File: src/rtl/lfsr_gen_if.sv
// Control and status bundle for lfsr_gen: step/load controls in, state and cycle status out.
// Master drives the controls, slave (the generator) drives the state and status.
interface lfsr_gen_if #(
    parameter int unsigned WIDTH = 4
);
    logic             en;
    logic             load;
    logic [WIDTH-1:0] seed;
    logic             mode;
    logic [WIDTH-1:0] q;
    logic             sout;
    logic             wrap;
    logic [WIDTH-1:0] period;
    logic             lockup;

    modport master (
        output en, load, seed, mode,
        input  q, sout, wrap, period, lockup
    );

    modport slave (
        input  en, load, seed, mode,
        output q, sout, wrap, period, lockup
    );
endinterface

File: src/rtl/lfsr_gen.sv
// Parametrised LFSR with run-time Fibonacci/Galois selection, seed load,
// all-zero lock-up recovery and measurement of the sequence period.
module lfsr_gen #(
    parameter int unsigned      WIDTH      = 4,
    parameter logic [WIDTH-1:0] TAPS       = 4'b1100,
    parameter logic [WIDTH-1:0] POLY       = 4'b1001,
    parameter logic [WIDTH-1:0] RESET_SEED = 4'b0001
) (
    input logic        clk,
    input logic        rst,
    lfsr_gen_if.slave  bus
);

    logic [WIDTH-1:0] q_q, q_d;
    logic [WIDTH-1:0] start_q, start_d;
    logic [WIDTH-1:0] cnt_q, cnt_d;
    logic [WIDTH-1:0] period_q, period_d;
    logic             wrap_q, wrap_d;
    logic             lockup_q, lockup_d;

    logic             fib_fb;
    logic [WIDTH-1:0] fib_next;
    logic [WIDTH-1:0] gal_next;
    logic [WIDTH-1:0] step_next;

    always_comb begin
        fib_fb    = ^(q_q & TAPS);
        fib_next  = {q_q[WIDTH-2:0], fib_fb};
        gal_next  = {q_q[WIDTH-2:0], 1'b0} ^ (q_q[WIDTH-1] ? POLY : '0);
        step_next = bus.mode ? gal_next : fib_next;
    end

    always_comb begin
        q_d      = q_q;
        start_d  = start_q;
        cnt_d    = cnt_q;
        period_d = period_q;
        wrap_d   = 1'b0;
        lockup_d = 1'b0;

        if (bus.load) begin
            q_d     = bus.seed;
            start_d = bus.seed;
            cnt_d   = '0;
        end else if (bus.en) begin
            if (q_q == '0) begin
                // All-zero is a fixed point of both forms; restart instead of counting a step.
                q_d      = RESET_SEED;
                start_d  = RESET_SEED;
                cnt_d    = '0;
                lockup_d = 1'b1;
            end else begin
                q_d = step_next;
                if (step_next == start_q) begin
                    wrap_d   = 1'b1;
                    period_d = cnt_q + WIDTH'(1);
                    cnt_d    = '0;
                end else begin
                    cnt_d = cnt_q + WIDTH'(1);
                end
            end
        end
    end

    always_ff @(posedge clk) begin
        if (rst) begin
            q_q      <= RESET_SEED;
            start_q  <= RESET_SEED;
            cnt_q    <= '0;
            period_q <= '0;
            wrap_q   <= 1'b0;
            lockup_q <= 1'b0;
        end else begin
            q_q      <= q_d;
            start_q  <= start_d;
            cnt_q    <= cnt_d;
            period_q <= period_d;
            wrap_q   <= wrap_d;
            lockup_q <= lockup_d;
        end
    end

    assign bus.q      = q_q;
    assign bus.sout   = q_q[WIDTH-1];
    assign bus.wrap   = wrap_q;
    assign bus.period = period_q;
    assign bus.lockup = lockup_q;

endmodule

File: src/flat_wrapper.sv
// flat-port wrapper written by rule: the top's interface ports become plain ports
module lfsr_gen_flat 
#(
    parameter int unsigned      WIDTH      = 4,
    parameter logic [WIDTH-1:0] TAPS       = 4'b1100,
    parameter logic [WIDTH-1:0] POLY       = 4'b1001,
    parameter logic [WIDTH-1:0] RESET_SEED = 4'b0001
)
  (clk, rst, bus_en, bus_load, bus_seed, bus_mode, bus_q, bus_sout, bus_wrap, bus_period, bus_lockup);
  lfsr_gen_if #(.WIDTH(WIDTH)) bus_i ();
  input logic clk;
  input logic rst;
  input wire logic [$bits(bus_i.en)-1:0] bus_en;
  input wire logic [$bits(bus_i.load)-1:0] bus_load;
  input wire logic [$bits(bus_i.seed)-1:0] bus_seed;
  input wire logic [$bits(bus_i.mode)-1:0] bus_mode;
  output wire logic [$bits(bus_i.q)-1:0] bus_q;
  output wire logic [$bits(bus_i.sout)-1:0] bus_sout;
  output wire logic [$bits(bus_i.wrap)-1:0] bus_wrap;
  output wire logic [$bits(bus_i.period)-1:0] bus_period;
  output wire logic [$bits(bus_i.lockup)-1:0] bus_lockup;
  assign bus_i.en = bus_en;
  assign bus_i.load = bus_load;
  assign bus_i.seed = bus_seed;
  assign bus_i.mode = bus_mode;
  assign bus_q = bus_i.q;
  assign bus_sout = bus_i.sout;
  assign bus_wrap = bus_i.wrap;
  assign bus_period = bus_i.period;
  assign bus_lockup = bus_i.lockup;
  lfsr_gen #(.WIDTH(WIDTH), .TAPS(TAPS), .POLY(POLY), .RESET_SEED(RESET_SEED)) u_core (.clk(clk), .rst(rst), .bus(bus_i));
endmodule
File: config.mk
export PLATFORM = sky130hd
export DESIGN_NAME = lfsr_gen_flat
export DESIGN_NICKNAME = d
export VERILOG_FILES = /design/src/rtl/lfsr_gen_if.sv /design/src/rtl/lfsr_gen.sv /design/src/flat_wrapper.sv
export SDC_FILE = /design/constraint.sdc
export NUM_CORES = 1
export LEC_CHECK = 0
export ABC_AREA = 1
export CAP_MARGIN = 20
export CORE_MARGIN = 10
export CORE_UTILIZATION = 45
export CTS_CLUSTER_DIAMETER = 80
export CTS_CLUSTER_SIZE = 10
export DETAILED_ROUTE_END_ITERATION = 16
export GPL_TIMING_DRIVEN = 0
export MAX_ROUTING_LAYER = met4
export PLACE_DENSITY = 0.74
export RECOVER_POWER = 50
export SYNTH_ARGS = -nofsm -noshare
export SYNTH_HDL_FRONTEND = slang
export SYNTH_SLANG_ARGS = --single-unit
export TNS_END_PERCENT = 1
File: constraint.sdc
create_clock -name clk -period 1.44 [get_ports clk]
set_clock_uncertainty 0.2 [all_clocks]
set_input_delay 0.144 -clock clk [delete_from_list [all_inputs] [get_ports clk]]
set_output_delay 0.144 -clock clk [all_outputs]
set_load 0.005 [all_outputs]
# Word-level counts from Yosys, hierarchy flattened
# Index checks and enable logic that the tools add are counted.
dict set report totals {
  reg_bits 18
  in_bits 9
}
dict set report classes {
  addsub 1
  eq_ne 1
  muxes 12
  bitwise_logic 4
  reduce_logical 9
}
# op count
set ops {}
lappend ops {{4-bit two-way mux} 10}
lappend ops {{4-bit by 1-bit adder with 4-bit output, second input constant} 1}
lappend ops {{4-bit equality test} 1}
lappend ops {{4-bit logical NOT} 1}
lappend ops {{4-bit AND reduction} 1}
lappend ops {{2-bit nonzero test} 2}
lappend ops {{4-bit OR reduction} 1}
lappend ops {{4-bit XOR reduction} 1}
lappend ops {{4-bit bitwise XOR} 1}
lappend ops {{1-bit inverter} 3}
lappend ops {{3-bit OR reduction} 1}
lappend ops {{1-bit two-way mux} 2}
lappend ops {{2-bit AND reduction} 1}
lappend ops {{2-bit OR reduction} 1}

# Depth between registers and ports, before layout
dict set report logic_depth {
  ltp_word 6
  ltp_mapped 10
  depth_no_buf 10
}

# Least setup slack after synthesis
# OpenSTA, ideal clock, no wires.
dict set report synth_path {
  path_type {register to register}
  startpoint {register u_core.q_q[3], in the netlist u_core.bus.q[3]}
  endpoint {register u_core.period_q[0], in the netlist u_core.bus.period[0]}
  arrival_ns 1.356
  required_time_ns 1.176
  setup_slack_ns -0.179
  path_stages_with_launch 11
  path_buffers 0
  synth_period_minus_slack_ns 1.619
  cell_sequence {dfxtp_1 inv_1 ha_1 nand2_1 nand2_2 nand2_1 nand2_1 nand3_4 nor2_4 nor2_1 nor2_1}
}
dict set report synth_between {
  elab_chain_len 5
}
# element line_no
set synth_rtl {}
lappend synth_rtl {{start, declared} lfsr_gen.sv:14} ;# logic [WIDTH-1:0] q_q, q_d;
lappend synth_rtl {{start signal, assigned} lfsr_gen.sv:74} ;# q_q <= q_d;
lappend synth_rtl {{4-bit two-way mux} lfsr_gen.sv:29} ;# gal_next = {q_q[WIDTH-2:0], 1'b0} ^ (q_q[WIDTH-1] ? POLY : '0);
lappend synth_rtl {{4-bit bitwise XOR} lfsr_gen.sv:29}
lappend synth_rtl {{4-bit two-way mux} lfsr_gen.sv:30} ;# step_next = bus.mode ? gal_next : fib_next;
lappend synth_rtl {{4-bit equality test} lfsr_gen.sv:54} ;# if (step_next == start_q) begin
lappend synth_rtl {{4-bit AND reduction (no line) *} --}
lappend synth_rtl {{end signal, assigned} lfsr_gen.sv:77} ;# period_q <= period_d;
lappend synth_rtl {{end, declared} lfsr_gen.sv:17} ;# logic [WIDTH-1:0] period_q, period_d;
# Mark *: on every way between the ends. The rest lies on a longest branch, timed or not.
# A chain may end at the register's enable or synchronous reset.

# Worst setup path after layout
dict set report layout_path {
  startpoint {register u_core.q_q[2], in the netlist u_core.bus.q[2]}
  endpoint {register u_core.cnt_q[1]}
}
dict set report layout_between {
  elab_chain_len 5
}
# element line_no
set layout_rtl {}
lappend layout_rtl {{4-bit XOR reduction / 4-bit bitwise XOR (equally long branches)} {lfsr_gen.sv:27, lfsr_gen.sv:29}}
lappend layout_rtl {{4-bit two-way mux} lfsr_gen.sv:30}
lappend layout_rtl {{4-bit equality test} lfsr_gen.sv:54}
lappend layout_rtl {{4-bit two-way mux} lfsr_gen.sv:54}
lappend layout_rtl {{4-bit two-way mux *} lfsr_gen.sv:46} ;# if (q_q == '0) begin
lappend layout_rtl {{end signal, assigned} lfsr_gen.sv:76} ;# cnt_q <= cnt_d;
lappend layout_rtl {{end, declared} lfsr_gen.sv:16} ;# logic [WIDTH-1:0] cnt_q, cnt_d;
# Marked as above.

==> flow_summary.json <==
{
  "clock-sinks": 18,
  "h-tree-depth": 1,
  "port_buffers": 18,
  "clk_pin_slew_ns": 0.11,
  "r2r-start": "u_core.bus.q[2]",
  "grt_overflow": 0,
  "critPathArrivalTime_ns": 1.62,
  "syn_nets": 146,
  "utilization_pct": 69.1,
  "holdBufCountCts": 0,
  "hp-start": "rst",
  "die_x_um": 66.8,
  "relSlewSlack_pct": 70.5,
  "ctsRootBufferMaster": "clkbuf_4",
  "initial_utilization_pct": 48.8,
  "critPathLaunch": "u_core.bus.q[2]",
  "finalCriticalPeriod_ns": 1.63,
  "gp_congestion": 0.846,
  "ff2ff_path_depth": 10,
  "fmax_mhz": 613,
  "drt_iter0_markers": 42,
  "min_path_type": "input pin to flip-flop",
  "wl_um": 2310,
  "diodes": 0,
  "worstPathMaxFanout": 4,
  "first_pass_iters": 4,
  "syn-instance-count": 135,
  "crit_path_end_kind": "flip-flop",
  "avgSynthCellArea_um2": 7.31,
  "leakage_uw": 0.000667,
  "finalCritPeriodShare_pct": 113,
  "design.die.area_mm2": 0.00447,
  "clkLatencyLatePin_ns": 0.29,
  "nets": 178,
  "grt_pass1_wl_um": 3820,
  "setup_viol": 10,
  "dp_hpwl_um": 1770,
  "wl_per_cell_um": 12.0,
  "finalHoldViolCount": 0,
  "first_global_vias": 876,
  "antenna_found_initial": 0,
  "min_path_cells": 2,
  "num_io_pins": 20,
  "groute.usage.overall_pct": 11.0,
  "drive_above_1_share_pct": 33.1,
  "cts_made_buffers": 3,
  "cts_tree": "built",
  "coreArea_mm2": 0.00202,
  "required_ns": 1.43,
  "vias_per_cell": 4.82,
  "max-cap-violations": 0,
  "synthesis.area_um2": 987,
  "ys_ff_latch": 18,
  "grt_start_max_net_pins": 11,
  "yosysWarnings": 0,
  "r2r-end": "u_core.cnt_q[1]",
  "power_density_mw_per_mm2": 838,
  "die_height_um": 66.8,
  "tightest_slew_ns": 0.443,
  "rsz0062_at_grt": "yes",
  "place_ws_ns": -0.299,
  "clockBufferDepth": 2,
  "path_class": "flip-flop to flip-flop",
  "whs_endpoint": "u_core.start_q[1]",
  "area_growth_pct": 41.4,
  "ir_drop_mv": 0.620,
  "drc": 0,
  "failed_checks": "negative setup slack",
  "slew_viol_final": 0,
  "start_kind": "flip-flop",
  "postLayoutSetupSlackWorst_ns": -0.192,
  "via_count": 930,
  "yosysSeqAreaShare_pct": 36.5,
  "r2r_slack_ns": -0.19,
  "rows": 16,
  "ant_nets": 0,
  "status": "finished with violations",
  "ys_types": 26
}
## Yosys cell counts
library cell,count,share of area [%]
nor2_8,1,2.0
o221ai_1,2,1.8
inv_4,1,0.63
nand4_1,4,2.5
nand3_1,5,2.5
nand3b_2,1,1.1
nor2_4,2,2.3
xnor2_1,2,1.8
nand2_2,7,4.4
inv_1,18,6.8
o21ai_0,1,0.51
a21oi_1,8,4.1
clkbuf_1,1,0.38
nor3_1,3,1.5
nor2_1,11,4.2
a22oi_1,1,0.76
nand2_4,2,2.3
buf_4,1,0.76
xor2_1,1,0.89
dfxtp_1,18,37
nand3_4,2,3.5
nand2_1,37,14
inv_2,2,0.76
nor2_2,1,0.63
ha_1,2,2.5
a31oi_1,1,0.63
## stage by stage
stage	hold WS, ns	total power, uW	instance area [um2]	instances	TNS, ns
after detailed placement	0.254	820	1230	180	-3.95
after floorplan	0.106	734	1010	135	-0.406
after global routing	0.0562	1230	1400	193	-2.12
after global placement	0.244	812	1230	180	-3.47
final	0.0504	1170	1400	193	-1.45
after CTS	0.0232	1130	1280	186	-1.16
## cell usage in the layout (no fill, tap or decap), types with 2 or more instances in the layout
cell type / count
clkdlybuf4s50_1: 6
xnor2_1: 2
buf_4: 10
nand2_4: 8
a21oi_1: 7
nor3_1: 2
inv_1: 16
clkbuf_4: 3
nand2_2: 8
dfxtp_1: 13
dfxtp_2: 4
inv_2: 4
o221ai_1: 2
nand3_4: 2
dlygate4sd2_1: 9
nor2_1: 10
nand4_1: 4
nand2_1: 30
nand3_1: 4
nor2_4: 3
## worst max path at each step
stage                      endpoint  slack (ns)  depth (start not counted)
2_1_floorplan  u_core.bus.period[0]       -0.09                         10
3_3_place_gp      u_core.start_q[0]       -0.27                          6
3_5_place_dp        u_core.bus.q[0]       -0.30                          6
4_1_cts        u_core.bus.period[3]       -0.18                         10
5_1_grt        u_core.bus.period[3]       -0.27                         10
6_report            u_core.cnt_q[1]       -0.19                         10
## kinds of logic (layout without fill, tap and decap cells)
family / Yosys count / in the layout / share of synthesized area [%]
AND/OR/NAND/NOR: 76 / 76 / 41.2
buffers and inverters: 23 / 54 / 9.38
flip-flops: 18 / 18 / 36.5
AO/OA/AOI/OAI: 13 / 13 / 7.73
XOR/XNOR: 3 / 3 / 2.66
adder cells (fa/ha/maj): 2 / 2 / 2.53
## power by group
group	switching [uW]	leakage, uW	internal, uW
sequential	20.9	0.000149	520
clock	159	0.0000210	154
combinational	176	0.000498	141
## area by class of cell
cell class | count | area [um2]
Fill cell | 168 | 626
Multi-Input combinational cell | 94 | 621
Sequential cell | 18 | 369
Timing Repair Buffer | 27 | 244
Inverter | 21 | 81.3
Clock buffer | 4 | 36.3
Tap cell | 27 | 33.8
Buffer | 2 | 11.3
## sequential cells by signal, indices dropped and copies added (netlist names)
register,cells
u_core.bus.period,4
u_core.bus.lockup,1
u_core.cnt_q,4
u_core.start_q,4
u_core.bus.wrap,1
u_core.bus.q,4
## critical path, stage by stage (launching register included)
cell,delay [ns]
dfxtp_2,0.35
inv_2,0.05
ha_4,0.29
nand2_4,0.06
nand2_4,0.08
nand2_2,0.05
nand2_2,0.08
nand3_4,0.10
buf_12,0.15
nand3_1,0.06
a21oi_1,0.06
## metal layers
| metal | global-route usage [%] | up-vias | part of all wire [%] |
|---|---|---|---|
| met5 | - | - | 0 |
| met4 | 4.19 | 0 | 0 |
| met3 | 3.01 | 0 | 6.2 |
| met2 | 17.4 | 20 | 50 |
| met1 | 12.9 | 418 | 44 |
| li1 | - | 492 | - |
## what timing repair did
action                                  CTS  global route
endpoints found under the setup margin   20            14
gates resized for setup                  16            18
pin swaps                                 4             9
buffers inserted                          2             7
(Power assumes the default switching activity.)
